===== src/rtl/fairy_cp0_pkg.sv =====
// Shared CP0 definitions for the fairy pipeline: register addresses, ExcCodes, Status bit positions.
// Optional timer (Compare/TI) is enabled by defining FAIRY_CP0_TIMER_EN.
package fairy_cp0_pkg;

  localparam logic [4:0] CP0_BADVADDR = 5'd8;
  localparam logic [4:0] CP0_COUNT    = 5'd9;
  localparam logic [4:0] CP0_COMPARE  = 5'd11;
  localparam logic [4:0] CP0_STATUS   = 5'd12;
  localparam logic [4:0] CP0_CAUSE    = 5'd13;
  localparam logic [4:0] CP0_EPC      = 5'd14;

  localparam logic [4:0] EXC_INT  = 5'd0;
  localparam logic [4:0] EXC_ADEL = 5'd4;
  localparam logic [4:0] EXC_ADES = 5'd5;
  localparam logic [4:0] EXC_SYS  = 5'd8;
  localparam logic [4:0] EXC_BP   = 5'd9;
  localparam logic [4:0] EXC_RI   = 5'd10;
  localparam logic [4:0] EXC_OV   = 5'd12;

  localparam int ST_IE    = 0;
  localparam int ST_EXL   = 1;
  localparam int ST_IM_LO = 8;
  localparam int ST_BEV   = 22;

  function automatic logic [31:0] status_word(input logic bev, input logic [7:0] im,
                                              input logic exl, input logic ie);
    logic [31:0] w;
    w = '0;
    w[ST_BEV]              = bev;
    w[ST_IM_LO +: 8]       = im;
    w[ST_EXL]              = exl;
    w[ST_IE]               = ie;
    return w;
  endfunction

endpackage


===== src/rtl/fairy_cp0_timer.sv =====
// Count prescaler, Count register and (with FAIRY_CP0_TIMER_EN) Compare register plus TI flag.
module fairy_cp0_timer
  import fairy_cp0_pkg::*;
#(
  parameter int COUNT_DIV = 2
) (
  input  logic        clk,
  input  logic        reset_n,
  input  logic        count_we_i,
  input  logic        compare_we_i,
  input  logic [31:0] wdata_i,
  output logic [31:0] count_o,
  output logic [31:0] compare_o,
  output logic        ti_o
);

  localparam int PW = (COUNT_DIV > 1) ? $clog2(COUNT_DIV) : 1;
  localparam logic [PW-1:0] PRESC_MAX = PW'(COUNT_DIV - 1);

  logic [PW-1:0] presc_q, presc_d;
  logic [31:0]   count_q, count_d;
  logic          wrap;

  always_comb begin
    wrap    = (presc_q == PRESC_MAX);
    presc_d = wrap ? '0 : presc_q + PW'(1);
    count_d = wrap ? count_q + 32'd1 : count_q;
    // A software load restarts the prescale period and swallows this cycle's tick.
    if (count_we_i) begin
      presc_d = '0;
      count_d = wdata_i;
    end
  end

  always_ff @(posedge clk) begin
    if (!reset_n) begin
      presc_q <= '0;
      count_q <= '0;
    end else begin
      presc_q <= presc_d;
      count_q <= count_d;
    end
  end

  assign count_o = count_q;

`ifdef FAIRY_CP0_TIMER_EN
  logic [31:0] compare_q, compare_d;
  logic        ti_q, ti_d;

  always_comb begin
    compare_d = compare_q;
    ti_d      = ti_q;
    if (wrap && !count_we_i && (count_q + 32'd1 == compare_q)) ti_d = 1'b1;
    if (compare_we_i) begin
      compare_d = wdata_i;
      ti_d      = 1'b0;
    end
  end

  always_ff @(posedge clk) begin
    if (!reset_n) begin
      compare_q <= '0;
      ti_q      <= 1'b0;
    end else begin
      compare_q <= compare_d;
      ti_q      <= ti_d;
    end
  end

  assign compare_o = compare_q;
  assign ti_o      = ti_q;
`else
  logic unused_compare_we;
  assign unused_compare_we = compare_we_i;
  assign compare_o         = '0;
  assign ti_o              = 1'b0;
`endif

endmodule


===== src/rtl/fairy_cp0_unit.sv =====
// CP0 register file and exception/interrupt controller: Status, Cause, EPC, BadVAddr, hw_int sync, int_req.
// Define FAIRY_CP0_TIMER_EN to add Compare and the timer interrupt on IP[7].
module fairy_cp0_unit
  import fairy_cp0_pkg::*;
#(
  parameter int NUM_HW_INT  = 6,
  parameter int COUNT_DIV   = 2,
  parameter int SYNC_STAGES = 2
) (
  input  logic                  clk,
  input  logic                  reset_n,
  input  logic                  exc_valid,
  input  logic [4:0]            exc_code,
  input  logic [31:0]           exc_pc,
  input  logic                  exc_bd,
  input  logic                  exc_badv_vld,
  input  logic [31:0]           exc_badvaddr,
  input  logic                  eret,
  input  logic                  mtc0_we,
  input  logic [4:0]            cp0_addr,
  input  logic [31:0]           mtc0_wdata,
  output logic [31:0]           mfc0_rdata,
  input  logic [NUM_HW_INT-1:0] hw_int,
  output logic                  int_req,
  output logic                  exl,
  output logic [31:0]           epc
);

  logic            bev_q, bev_d;
  logic [7:0]      im_q, im_d;
  logic            exl_q, exl_d;
  logic            ie_q, ie_d;
  logic            bd_q, bd_d;
  logic [4:0]      exccode_q, exccode_d;
  logic [1:0]      ip_sw_q, ip_sw_d;
  logic [31:0]     epc_q, epc_d;
  logic [31:0]     badvaddr_q, badvaddr_d;
  logic            int_req_q, int_req_d;

  logic [NUM_HW_INT-1:0] sync_q [SYNC_STAGES];
  logic [7:0]      ip;
  logic            take_eret, take_mtc0;
  logic [31:0]     count, compare;
  logic            ti;

  assign take_eret = eret & ~exc_valid;
  assign take_mtc0 = mtc0_we & ~exc_valid & ~eret;

  fairy_cp0_timer #(.COUNT_DIV(COUNT_DIV)) u_timer (
    .clk          (clk),
    .reset_n      (reset_n),
    .count_we_i   (take_mtc0 && cp0_addr == CP0_COUNT),
    .compare_we_i (take_mtc0 && cp0_addr == CP0_COMPARE),
    .wdata_i      (mtc0_wdata),
    .count_o      (count),
    .compare_o    (compare),
    .ti_o         (ti)
  );

  always_ff @(posedge clk) begin
    if (!reset_n) begin
      for (int s = 0; s < SYNC_STAGES; s++) sync_q[s] <= '0;
    end else begin
      sync_q[0] <= hw_int;
      for (int s = 1; s < SYNC_STAGES; s++) sync_q[s] <= sync_q[s-1];
    end
  end

  // IP is a live view of the synchronised lines; nothing is latched here.
  always_comb begin
    ip      = 8'b0;
    ip[1:0] = ip_sw_q;
    for (int i = 0; i < NUM_HW_INT; i++) ip[2+i] = sync_q[SYNC_STAGES-1][i];
`ifdef FAIRY_CP0_TIMER_EN
    ip[7] = ti;
`endif
  end

  always_comb begin
    bev_d      = bev_q;
    im_d       = im_q;
    exl_d      = exl_q;
    ie_d       = ie_q;
    bd_d       = bd_q;
    exccode_d  = exccode_q;
    ip_sw_d    = ip_sw_q;
    epc_d      = epc_q;
    badvaddr_d = badvaddr_q;
    int_req_d  = ie_q & ~exl_q & |(ip & im_q);

    if (exc_valid) begin
      // Nested exceptions keep the original return point.
      if (!exl_q) begin
        epc_d = exc_bd ? exc_pc - 32'd4 : exc_pc;
        bd_d  = exc_bd;
      end
      exl_d     = 1'b1;
      exccode_d = exc_code;
      if (exc_badv_vld) badvaddr_d = exc_badvaddr;
    end else if (take_eret) begin
      exl_d = 1'b0;
    end else if (take_mtc0) begin
      case (cp0_addr)
        CP0_STATUS: begin
          bev_d = mtc0_wdata[ST_BEV];
          im_d  = mtc0_wdata[ST_IM_LO +: 8];
          exl_d = mtc0_wdata[ST_EXL];
          ie_d  = mtc0_wdata[ST_IE];
        end
        CP0_CAUSE:    ip_sw_d    = mtc0_wdata[9:8];
        CP0_EPC:      epc_d      = mtc0_wdata;
        CP0_BADVADDR: badvaddr_d = mtc0_wdata;
        default: ;
      endcase
    end
  end

  always_ff @(posedge clk) begin
    if (!reset_n) begin
      bev_q      <= 1'b1;
      im_q       <= '0;
      exl_q      <= 1'b0;
      ie_q       <= 1'b0;
      bd_q       <= 1'b0;
      exccode_q  <= '0;
      ip_sw_q    <= '0;
      epc_q      <= '0;
      badvaddr_q <= '0;
      int_req_q  <= 1'b0;
    end else begin
      bev_q      <= bev_d;
      im_q       <= im_d;
      exl_q      <= exl_d;
      ie_q       <= ie_d;
      bd_q       <= bd_d;
      exccode_q  <= exccode_d;
      ip_sw_q    <= ip_sw_d;
      epc_q      <= epc_d;
      badvaddr_q <= badvaddr_d;
      int_req_q  <= int_req_d;
    end
  end

  always_comb begin
    case (cp0_addr)
      CP0_STATUS:   mfc0_rdata = status_word(bev_q, im_q, exl_q, ie_q);
      CP0_CAUSE:    mfc0_rdata = {bd_q, ti, 14'b0, ip, 1'b0, exccode_q, 2'b0};
      CP0_EPC:      mfc0_rdata = epc_q;
      CP0_BADVADDR: mfc0_rdata = badvaddr_q;
      CP0_COUNT:    mfc0_rdata = count;
      CP0_COMPARE:  mfc0_rdata = compare;
      default:      mfc0_rdata = 32'b0;
    endcase
  end

  assign int_req = int_req_q;
  assign exl     = exl_q;
  assign epc     = epc_q;

endmodule


===== config.mk =====
export PLATFORM = sky130hd
export DESIGN_NAME = fairy_cp0_unit
export DESIGN_NICKNAME = d
export VERILOG_FILES = /design/src/rtl/fairy_cp0_pkg.sv /design/src/rtl/fairy_cp0_timer.sv /design/src/rtl/fairy_cp0_unit.sv
export SDC_FILE = /design/constraint.sdc
export NUM_CORES = 1
export LEC_CHECK = 0
export CORE_UTILIZATION = 50
export DETAILED_ROUTE_END_ITERATION = 16
export DONT_BUFFER_PORTS = 1
export PLACE_DENSITY_LB_ADDON = 0.12
export SETUP_SLACK_MARGIN = 0.2
export SKIP_CTS_REPAIR_TIMING = 1
export SLEW_MARGIN = 20
export SYNTH_ARGS = -nofsm -noshare
export SYNTH_HDL_FRONTEND = slang
export SYNTH_SLANG_ARGS = --single-unit

===== constraint.sdc =====
create_clock -name clk -period 2.4 [get_ports clk]
set_clock_uncertainty 0.1 [all_clocks]
set_input_delay 0.12 -clock clk [delete_from_list [all_inputs] [get_ports clk]]
set_output_delay 0.12 -clock clk [all_outputs]
set_load 0.05 [all_outputs]

==> impl_results.md, run 1 <==
* Outcome: finished with violations
* Failing checks: hold timing
* Sw Ratio at 26.7%
* R2r startpoint: u_timer.count_o[12]$_SDFFE_PN0P_
* Vias in the first global route at 6,731
* WL met3 at 2310 µm
* Critical Path, Cell by Cell: nand4_1 > or4_4 > nor4b_2 > xnor2_1 > o22ai_1
* Crit. End Element: flop
* Share of the clock period used by the worst path after layout at 87.1%
* Fin Setup TNS at 0 ns
* DRT Pass-1 Iters at 5
* FP Rows at 42
* Ys flop type: dfxtp_1
* Critical path's largest stage delay at 0.63 ns
* Class of the most critical setup path: reg -> reg
* Die area at 14,200 µm²
* Syn Nets at 964
* Clock network power share at 45.1%
* Worst-Skew Late Latency at 0.43 ns
* Crit path buf inv count at 0
* WHS Path Cells at 4
* Antenna violation net count after detailed routing at 0
* Post-Syn Instances at 843
* Power density over the cells at 613 nW/µm²
* Chip height at 119 µm
* Yosys cell types at 55
* Largest net degree at the start of global routing at 80
* GRT Total Usage at 32.2%
* Num CTS Buffers at 17
* Yosys reg bits at 129
* Top Metal Used: met4
* Unrepaired setup endpoints after global routing: false
* CTS max path bufs at 2
* Detail Placement HPWL at 16,100 µm
* Worst slew pin tran at 0.707 ns
* Util after Layout at 71.0%
* CP Launch Point: u_timer.count_o[12]$_SDFFE_PN0P_
* Die width at 119 µm
* NetSw at 1.55 mW
* Mapped cell area at 6880 µm²
* Clk root buf: clkbuf_16
* Worst R2R Path Depth at 5
* Metal1 wirelength at 10,100 µm
* Final setup vio count at 0
* Global-route wire length before repair at 35,500 µm
* Wire length per cell at 21.9 µm
* 1st-iter DRT viols at 764
* Crit-path max FO at 6
* Crit path DAT at 2.28 ns
* Top Family by Delay on Critical Path: simple AND/OR/NAND/NOR gates
* Slowest CP cell: or4_4
* Io pins at 185
* Hold_ws at -0.0718 ns
* Levels on crit path at 5
* NumNets Final at 1,095
* Maximum vdd drop at 0.000494 V
* RePlAce Congestion at 0.902
* Most frequent cells in the layout: 129 x dfxtp_1, 113 x dlygate4sd3_1, 96 x nand2_1
* Minimum clock period at 2.09 ns
* Combinational power share at 12.4%
* Slew HR at 52.8%
* Initial antenna violation count at 2
* Met2 WL at 12,000 µm
* Commonest non-fill, non-tap cell in the layout: dfxtp_1
* Sequential fraction of the synthesis area at 37.5%
* FF-to-FF setup slack at 0.31 ns
* Via density at 6.35
* Fmax at 478 MHz
* Crit path launch type: flop
* Core region area at 13,300 µm²
* Yosys Warn Count at 0
* Vias at 7,394
* Sequential power share at 42.4%
* Leakage Power at 3.57 nW
* Htree depth at 4
* Capturing point of the worst reg2reg path: u_timer.count_o[31]$_SDFFE_PN0P_
* Clock sink count at 129
* Reg clk slew, reported paths at 0.06 ns
* Max cap viols at 0
* Type of the worst min-delay path: in -> reg
* Cell internal pwr at 4.26 mW
* Share of layout cells above drive strength 1 at 12.0%
* Residual DRC at 0
* Post-synth EDFFs at 0
* Area growth, synth to finish at 37.9%
* Grt total ovfl at 0
* Synthesized area per cell at 8.16 µm²
* Routed WL at 25,500 µm
* WP data required at 2.59 ns
* Final Hold Vio Count at 13
* Initial core utilization at 51.5%
* Fraction of registers with async set or reset after synthesis at 0%
* TritonCTS clock tree: built
* Max Transition Viols Final at 0
* IO buf count at 0
* Crit path to: u_timer.count_o[31]$_SDFFE_PN0P_
## per-stage QoR
| step | total power [mW] | setup WS, ns | cells | area [µm²] |
|---|---|---|---|---|
| floorplan | 2.85 | 0.315 | 843 | 6880 |
| CTS | 5.57 | 0.200 | 1046 | 8260 |
| global route | 5.97 | 0.224 | 1163 | 9480 |
| global placement | 2.97 | 0.200 | 1016 | 7670 |
| finish | 5.81 | 0.309 | 1164 | 9480 |
| detailed placement | 2.98 | 0.189 | 1016 | 7670 |
## cells by family (layout without fill, tap and decap cells)
group / after synthesis / count (layout) / synth area share, %
AO/OA/AOI/OAI: 207 / 207 / 21.0
other: 0 / 3 / 0
flip-flops: 129 / 129 / 37.5
adder cells (fa/ha/maj): 2 / 2 / 0.364
XOR/XNOR: 55 / 55 / 7.00
buffers and inverters: 79 / 221 / 4.47
multiplexers: 42 / 42 / 6.11
AND/OR/NAND/NOR: 329 / 329 / 23.5
## registers in the layout, summed over array words and instances (netlist names), 2 cells and up
name             cells
epc                 32
ip_sw_q              2
im_q                 8
exccode_q            5
badvaddr_q          32
u_timer.count_o     32
sync_q              12
## how the worst min path moves through the flow
stage | startpoint | end | slack (ns)
2_1_floorplan | eret | exl$_SDFFE_PN0P_ | 0.12
3_3_place_gp | reset_n | bev_q$_SDFFE_PN1P_ | 0.11
3_5_place_dp | reset_n | bev_q$_SDFFE_PN1P_ | 0.12
4_1_cts | reset_n | bev_q$_SDFFE_PN1P_ | -0.33
5_1_grt | mtc0_wdata[4] | epc[4]$_SDFFE_PN0P_ | -0.006
6_report | mtc0_wdata[4] | epc[4]$_SDFFE_PN0P_ | -0.07
## cells in the mapped netlist, types with 3 or more instances
master,n,area share (%)
buf_1,9,0.49
nor4b_1,3,0.38
nor2b_1,12,1.1
nand4_1,11,1.0
or3_1,7,0.64
a221oi_1,5,0.64
nand2_1,97,5.3
nor4_1,11,1.0
xnor2_1,45,5.7
inv_1,10,0.55
dfxtp_1,129,38
a21oi_1,44,3.2
and4_1,3,0.38
nor2_1,95,5.2
a222oi_1,17,2.5
and2_1,16,1.5
nor3b_1,5,0.55
a22oi_1,21,2.3
clkbuf_1,55,3.0
a32o_1,3,0.44
a211oi_1,52,5.7
o22ai_1,5,0.45
o211ai_1,11,1.2
o21ai_0,29,2.1
a221o_1,3,0.44
a22o_1,3,0.38
nand3_1,24,1.7
xor2_1,10,1.3
buf_2,3,0.22
or4_1,6,0.65
mux2i_1,42,6.1
nor3_1,21,1.5
## layout make-up
class	count	area, µm²
Antenna cell	3	7.51
Clock buffer	25	515
Clock inverter	5	75.1
Fill cell	1038	3860
Inverter	11	41.3
Multi-Input combinational cell	635	4050
Sequential cell	129	2580
Tap cell	176	220
Timing Repair Buffer	180	1990
## power groups by stage
stage	combinational, mW	sequential, mW	clock, mW
global placement	0.462	2.50	0
finish	0.723	2.47	2.62
detailed placement	0.474	2.51	0
CTS	0.478	2.46	2.63
global route	0.772	2.47	2.73
floorplan	0.357	2.49	0
## worst min-delay path: stages
cell and delay (ns):
nor2_1 0.07, a211oi_1 0.05, a21oi_1 0.11, nor2_1 0.05
## routing by layer
layer | vias to the layer above | GRT usage, %
li1 | 3346 | -
met1 | 3532 | 39.6
met2 | 424 | 51.9
met3 | 92 | 9.10
met4 | 0 | 15.4
met5 | - | 0
(Power assumes the default switching activity.)
==> inputs of run 2 (changes only) <==
--- a/config.mk
+++ b/config.mk
@@ -5,7 +5,9 @@
 export SDC_FILE = /design/constraint.sdc
 export NUM_CORES = 1
 export LEC_CHECK = 0
+export CAP_MARGIN = 20
 export CORE_UTILIZATION = 50
+export CTS_BUF_LIST = sky130_fd_sc_hd__clkbuf_2 sky130_fd_sc_hd__clkbuf_4 sky130_fd_sc_hd__clkbuf_8
 export DETAILED_ROUTE_END_ITERATION = 16
 export DONT_BUFFER_PORTS = 1
 export PLACE_DENSITY_LB_ADDON = 0.12
==> constraint.sdc (replaced) <==
create_clock -name clk -period 2.4 [get_ports clk]
set_clock_uncertainty 0.1 [all_clocks]
set_input_delay 0.12 -clock clk [delete_from_list [all_inputs] [get_ports clk]]
set_output_delay 0.12 -clock clk [all_outputs]
set_load 0.02 [all_outputs]
==> run 2 against run 1 <==
The run still ends with hold timing left; worst setup slack got worse by 0.097 ns; register-to-register slack got worse by 0.04 ns; combinational power decreased by 7.3%; design area decreased by 7.3%; first-iteration DRC count increased by 12%; highest routed layer unchanged; sequential share of layout area increased by 2.2 points; die area unchanged; final cell count decreased by 2.8%; global-route usage decreased by 0.31 points; largest cell class unchanged; count of clock-buffer cells in the layout unchanged; sequential power decreased by 4%.
==> impl_results.md, run 2 (synthesis results as in run 1) <==
* Largest net degree at the start of global routing at 80 (unchanged)
* Slew HR at 55.8% (+3.0 points)
* Crit-path max FO at 10 (+4)
* R2r startpoint: u_timer.count_o[12]$_SDFFE_PN0P_
* Final setup vio count at 0 (unchanged)
* Capturing point of the worst reg2reg path: u_timer.count_o[29]$_SDFFE_PN0P_
* IO buf count at 0 (unchanged)
* Worst slew pin tran at 0.663 ns (-0.0441 ns)
* NetSw at 1.33 mW (-14%)
* Share of layout cells above drive strength 1 at 8.80% (-3.2 points)
* Crit path launch type: input port
* 1st-iter DRT viols at 856 (+12%)
* Core region area at 13,300 µm² (unchanged)
* RePlAce Congestion at 0.925 (+2.5%)
* Cell internal pwr at 3.61 mW (-15%)
* Type of the worst min-delay path: in -> reg
* Worst R2R Path Depth at 5 (unchanged)
* Fin Setup TNS at 0 ns (unchanged)
* Crit. End Element: flop
* Unrepaired setup endpoints after global routing: true
* Reg clk slew, reported paths at 0.08 ns (+0.02 ns)
* Wire length per cell at 21.4 µm (-2.3%)
* WP data required at 2.62 ns (+0.03 ns)
* Minimum clock period at 2.19 ns (+0.0968 ns)
* FP Rows at 42 (unchanged)
* Sequential power share at 48.1% (+5.7 points)
* Initial core utilization at 51.5% (unchanged)
* Hold_ws at -0.0366 ns (+0.0352 ns)
* Most frequent cells in the layout: 129 x dfxtp_1, 119 x dlygate4sd3_1, 96 x nand2_1
* Final Hold Vio Count at 4 (-9)
* Fillers at 1,125 (+8.4%)
* Maximum vdd drop at 0.000602 V (+22%)
* Antenna violation net count after detailed routing at 0 (unchanged)
* Placed Cells at 979 (-3.6%)
* Combinational power share at 13.6% (+1.2 points)
* Max Transition Viols Final at 0 (unchanged)
* Die area at 14,200 µm² (unchanged)
* NumNets Final at 1,064 (-2.8%)
* Clock network power share at 38.4% (-6.7 points)
* Cell Count, Final, Fillers Out at 1,131 (-2.8%)
* Io pins at 185 (unchanged)
* Crit path to: epc[21]$_SDFFE_PN0P_
* Class of the most critical setup path: in -> reg
* Leakage Power at 3.26 nW (-8.7%)
* Residual DRC at 0 (unchanged)
* Via density at 6.34 (-0.24%)
* GRT Total Usage at 31.9% (-0.31 points)
* Detail Placement HPWL at 15,700 µm (-2.4%)
* Area growth, synth to finish at 27.7%
* Clock sink count at 129 (unchanged)
* Worst-Skew Late Latency at 0.45 ns (+0.02 ns)
* Initial antenna violation count at 0 (-2)
* Power density over the cells at 563 nW/µm² (-8.2%)
* DRT Pass-1 Iters at 6 (+1)
* Grt total ovfl at 0 (unchanged)
* Clk root buf: clkbuf_8
* Chip height at 119 µm (unchanged)
* CP Launch Point: exc_pc[15]
* Global-route wire length before repair at 35,000 µm (-1.3%)
* Crit path DAT at 2.41 ns (+0.13 ns)
* FF-to-FF setup slack at 0.27 ns (-0.04 ns)
* Htree depth at 4 (unchanged)
* Share of the clock period used by the worst path after layout at 91.2% (+4.0 points)
* Num CTS Buffers at 17 (unchanged)
* Routed WL at 24,200 µm (-5.1%)
* Final instance area at 8790 µm² (-7.3%)
* Outcome: finished with violations
* Sw Ratio at 26.9% (+0.23 points)
* Failing checks: hold timing
* CTS max path bufs at 2 (unchanged)
* Die width at 119 µm (unchanged)
* Vias in the first global route at 6,497 (-3.5%)
* Fmax at 457 MHz (-4.4%)
* Placed inst area at 7110 µm² (-7.2%)
* Antenna Cells at 0 (-3)
* Commonest non-fill, non-tap cell in the layout: dfxtp_1
* TritonCTS clock tree: built
* Vias at 7,167 (-3.1%)
* Max cap viols at 0 (unchanged)
[run 2: worst min-delay path by stage]
stage | slack [ns] | from | cells after the start | to
finish | -0.04 | exc_pc[25] | 4 | epc[28]$_SDFFE_PN0P_
global route | -0.003 | exc_pc[25] | 4 | epc[29]$_SDFFE_PN0P_
CTS | -0.36 | reset_n | 1 | bev_q$_SDFFE_PN1P_
detailed placement | 0.12 | reset_n | 1 | bev_q$_SDFFE_PN1P_
global placement | 0.11 | reset_n | 1 | bev_q$_SDFFE_PN1P_
floorplan | 0.12 | eret | 1 | exl$_SDFFE_PN0P_
[run 2: per-stage QoR]
stage          utilization, %  setup WS, ns  power [mW]
6_report                 65.8         0.212        4.94
5_1_grt                  65.8         0.192        5.11
3_5_place_dp             53.3         0.201        2.84
4_1_cts                  56.2         0.248        4.70
2_1_floorplan               -         0.336        2.74
3_3_place_gp             53.3         0.233        2.83
[run 2: per-layer routing]
metal	GRT usage (%)	vias to the layer above	part of all wire [%]
met2	52.6	389	48
met1	38.7	3419	39
met5	0	-	0
met3	8.76	69	9.6
met4	14.2	0	3.1
li1	-	3290	-
[run 2: power groups by stage]
stage	logic, mW	registers (mW)	clock network (mW)
6_report	0.670	2.38	1.90
2_1_floorplan	0.342	2.40	0
4_1_cts	0.419	2.38	1.91
3_5_place_dp	0.416	2.42	0
3_3_place_gp	0.407	2.42	0
5_1_grt	0.723	2.39	2.00
[run 2: critical path, stage by stage]
cell	delay, ns
or4_1	0.60
or4_4	0.55
nor4_1	0.35
xnor2_1	0.16
dlygate4sd3_1	0.56
o22ai_1	0.07
[run 2: final cells by class]
class	instances	area [µm²]	share of cell area (%)
Inverter	11	41.3	0.470
Clock buffer	25	313	3.56
Tap cell	176	220	2.51
Timing Repair Buffer	149	1490	17.0
Multi-Input combinational cell	635	4060	46.2
Sequential cell	129	2580	29.4
Clock inverter	6	80.1	0.911
==> inputs of run 3 (changes only) <==
--- a/config.mk
+++ b/config.mk
@@ -10,6 +10,7 @@
 export CTS_BUF_LIST = sky130_fd_sc_hd__clkbuf_2 sky130_fd_sc_hd__clkbuf_4 sky130_fd_sc_hd__clkbuf_8
 export DETAILED_ROUTE_END_ITERATION = 16
 export DONT_BUFFER_PORTS = 1
+export MAX_ROUTING_LAYER = met4
 export PLACE_DENSITY_LB_ADDON = 0.12
 export SETUP_SLACK_MARGIN = 0.2
 export SKIP_CTS_REPAIR_TIMING = 1
==> constraint.sdc (replaced) <==
create_clock -name clk -period 2.4 [get_ports clk]
set_clock_uncertainty 0.1 [all_clocks]
set_input_delay 0.6 -clock clk [delete_from_list [all_inputs] [get_ports clk]]
set_output_delay 0.6 -clock clk [all_outputs]
set_load 0.02 [all_outputs]
==> run 3 against run 2 <==
The run ends with setup timing left; combinational power fell by 30%; final cell count fell by 7.1%; critical path depth did not move; non-clock buffer count fell by 81; critical endpoint is now mfc0_rdata[9].
==> impl_results.md, run 3 (synthesis results as in run 1) <==
* Most frequent cells in the layout: 127 x dfxtp_1, 93 x nor2_1, 75 x nand2_1
* NumNets Final at 983 (-7.6%)
* Die area at 14,200 µm² (unchanged)
* Antenna Cells at 0 (unchanged)
* Chip height at 119 µm (unchanged)
* Worst-Skew Late Latency at 0.46 ns (about the same)
* WP data required at 1.70 ns (-0.92 ns)
* Residual DRC at 0 (unchanged)
* Sw Ratio at 26.6% (-0.30 points)
* Slew HR at 64.2% (+8.4 points)
* Final WS setup at -0.196 ns (-0.409 ns)
* Via density at 6.33 (-0.12%)
* Failing checks: setup timing
* Leakage Power at 2.97 nW (-8.8%)
* Grt total ovfl at 0 (unchanged)
* Clock network power share at 42.5% (+4.1 points)
* TritonCTS clock tree: built
* FP Rows at 42 (unchanged)
* Io pins at 185 (unchanged)
* Core region area at 13,300 µm² (unchanged)
* NetSw at 1.32 mW (-0.73%)
* GRT Total Usage at 33.5% (+1.6 points)
* Initial antenna violation count at 0 (unchanged)
* Routed WL at 23,600 µm (-2.7%)
* Num CTS Buffers at 17 (unchanged)
* Reg clk slew, reported paths at 0.08 ns (about the same)
* Largest net degree at the start of global routing at 80 (unchanged)
* 1st-iter DRT viols at 685 (-20%)
* Detail Placement HPWL at 16,800 µm (+7.5%)
* Crit path DAT at 1.90 ns (-0.51 ns)
* Crit. End Element: output port
* CTS max path bufs at 2 (unchanged)
* Share of layout cells above drive strength 1 at 18.9% (+10 points)
* Sequential power share at 48.1% (about the same)
* Global-route wire length before repair at 35,300 µm (+0.77%)
* Cell internal pwr at 3.64 mW (+0.81%)
* Maximum vdd drop at 0.000371 V (-38%)
* Antenna violation net count after detailed routing at 0 (unchanged)
* Max Transition Viols Final at 0 (unchanged)
* CP Launch Point: cp0_addr[2]
* Clk root buf: clkbuf_8
* Placed Cells at 1,009 (+3.1%)
* Final instance area at 8190 µm² (-6.8%)
* RePlAce Congestion at 0.897 (-3.0%)
* Vias in the first global route at 6,347 (-2.3%)
* Power density over the cells at 606 nW/µm² (+7.7%)
* Combinational power share at 9.5% (-4.1 points)
* Share of the clock period used by the worst path after layout at 108% (+17 points)
* Minimum clock period at 2.60 ns (+0.409 ns)
* Class of the most critical setup path: in -> out
* Crit-path max FO at 6 (-4)
* IO buf count at 0 (unchanged)
* Htree depth at 4 (unchanged)
* Fmax at 385 MHz (-16%)
* Clock sink count at 129 (unchanged)
* Die width at 119 µm (unchanged)
* DRT Pass-1 Iters at 6 (unchanged)
* Type of the worst min-delay path: in -> reg
* Cell Count, Final, Fillers Out at 1,051 (-7.1%)
* Unrepaired setup endpoints after global routing: true
* Min-delay src: eret
* Final setup vio count at 19 (+19)
* Initial core utilization at 51.5% (unchanged)
* Wire length per cell at 22.4 µm (+4.7%)
* Placed inst area at 7530 µm² (+5.8%)
* Crit path launch type: input port
* Vias at 6,652 (-7.2%)
* Area growth, synth to finish at 19.0%
* Pre-CTS setup slack at -0.237 ns (-0.438 ns)
* Worst slew pin tran at 0.537 ns (-0.126 ns)
* Fin Setup TNS at -1.21 ns (-1.21 ns)
* R2r startpoint: u_timer.count_o[10]$_SDFFE_PN0P_
* Commonest non-fill, non-tap cell in the layout: dfxtp_1
* Final Hold Vio Count at 0 (-4)
* Outcome: finished with violations
* Max cap viols at 0 (unchanged)
[run 3: metrics by stage]
| stage | power [mW] | util [%] | hold slack (ns) |
|---|---|---|---|
| 2_1_floorplan | 2.75 | - | 0.312 |
| 3_3_place_gp | 2.87 | 56.4 | 0.323 |
| 3_5_place_dp | 2.89 | 56.4 | 0.328 |
| 4_1_cts | 4.96 | 59.7 | 0.113 |
| 5_1_grt | 5.13 | 61.4 | 0.126 |
| 6_report | 4.96 | 61.4 | 0.140 |
[run 3: power groups by stage]
stage | Sequential [mW] | Clock, mW | Combinational (mW)
finish | 2.39 | 2.11 | 0.470
global route | 2.40 | 2.22 | 0.514
CTS | 2.38 | 2.12 | 0.456
detailed placement | 2.43 | 0 | 0.454
global placement | 2.43 | 0 | 0.442
floorplan | 2.40 | 0 | 0.351
[run 3: area by class of cell]
cell class	instances	area (µm²)
clock inverter	13	184
tap	176	220
sequential	129	2580
multi-input combinational	635	4220
inverter	11	41.3
timing repair buffer	68	682
clock buffer	19	262
fill	1231	5160
[run 3: worst max-delay path: stages]
cell and delay [ns]:
and3b_2 0.21, nor3b_4 0.16, buf_12 0.13, buf_6 0.13, a222oi_1 0.48, nand2_2 0.18
[run 3: final timing paths]
check                                                        end  slack [ns]  depth (start not counted)
worst min-delay path                            exl$_SDFFE_PN0P_        0.14                          1
worst max register to register  u_timer.count_o[15]$_SDFFE_PN0P_        0.31                          4
worst max-delay path                               mfc0_rdata[9]       -0.20                          6
worst min register to register          sync_q[0][10]$_SDFF_PN0_        0.34                          1
[run 3: metal layers]
layer	vias up	wire length (µm)	track usage (%)
met5	-	0	-
met1	3159	9180	39.4
met3	52	2360	9.29
met4	0	567	10.0
met2	329	11500	55.7
li1	3112	-	-
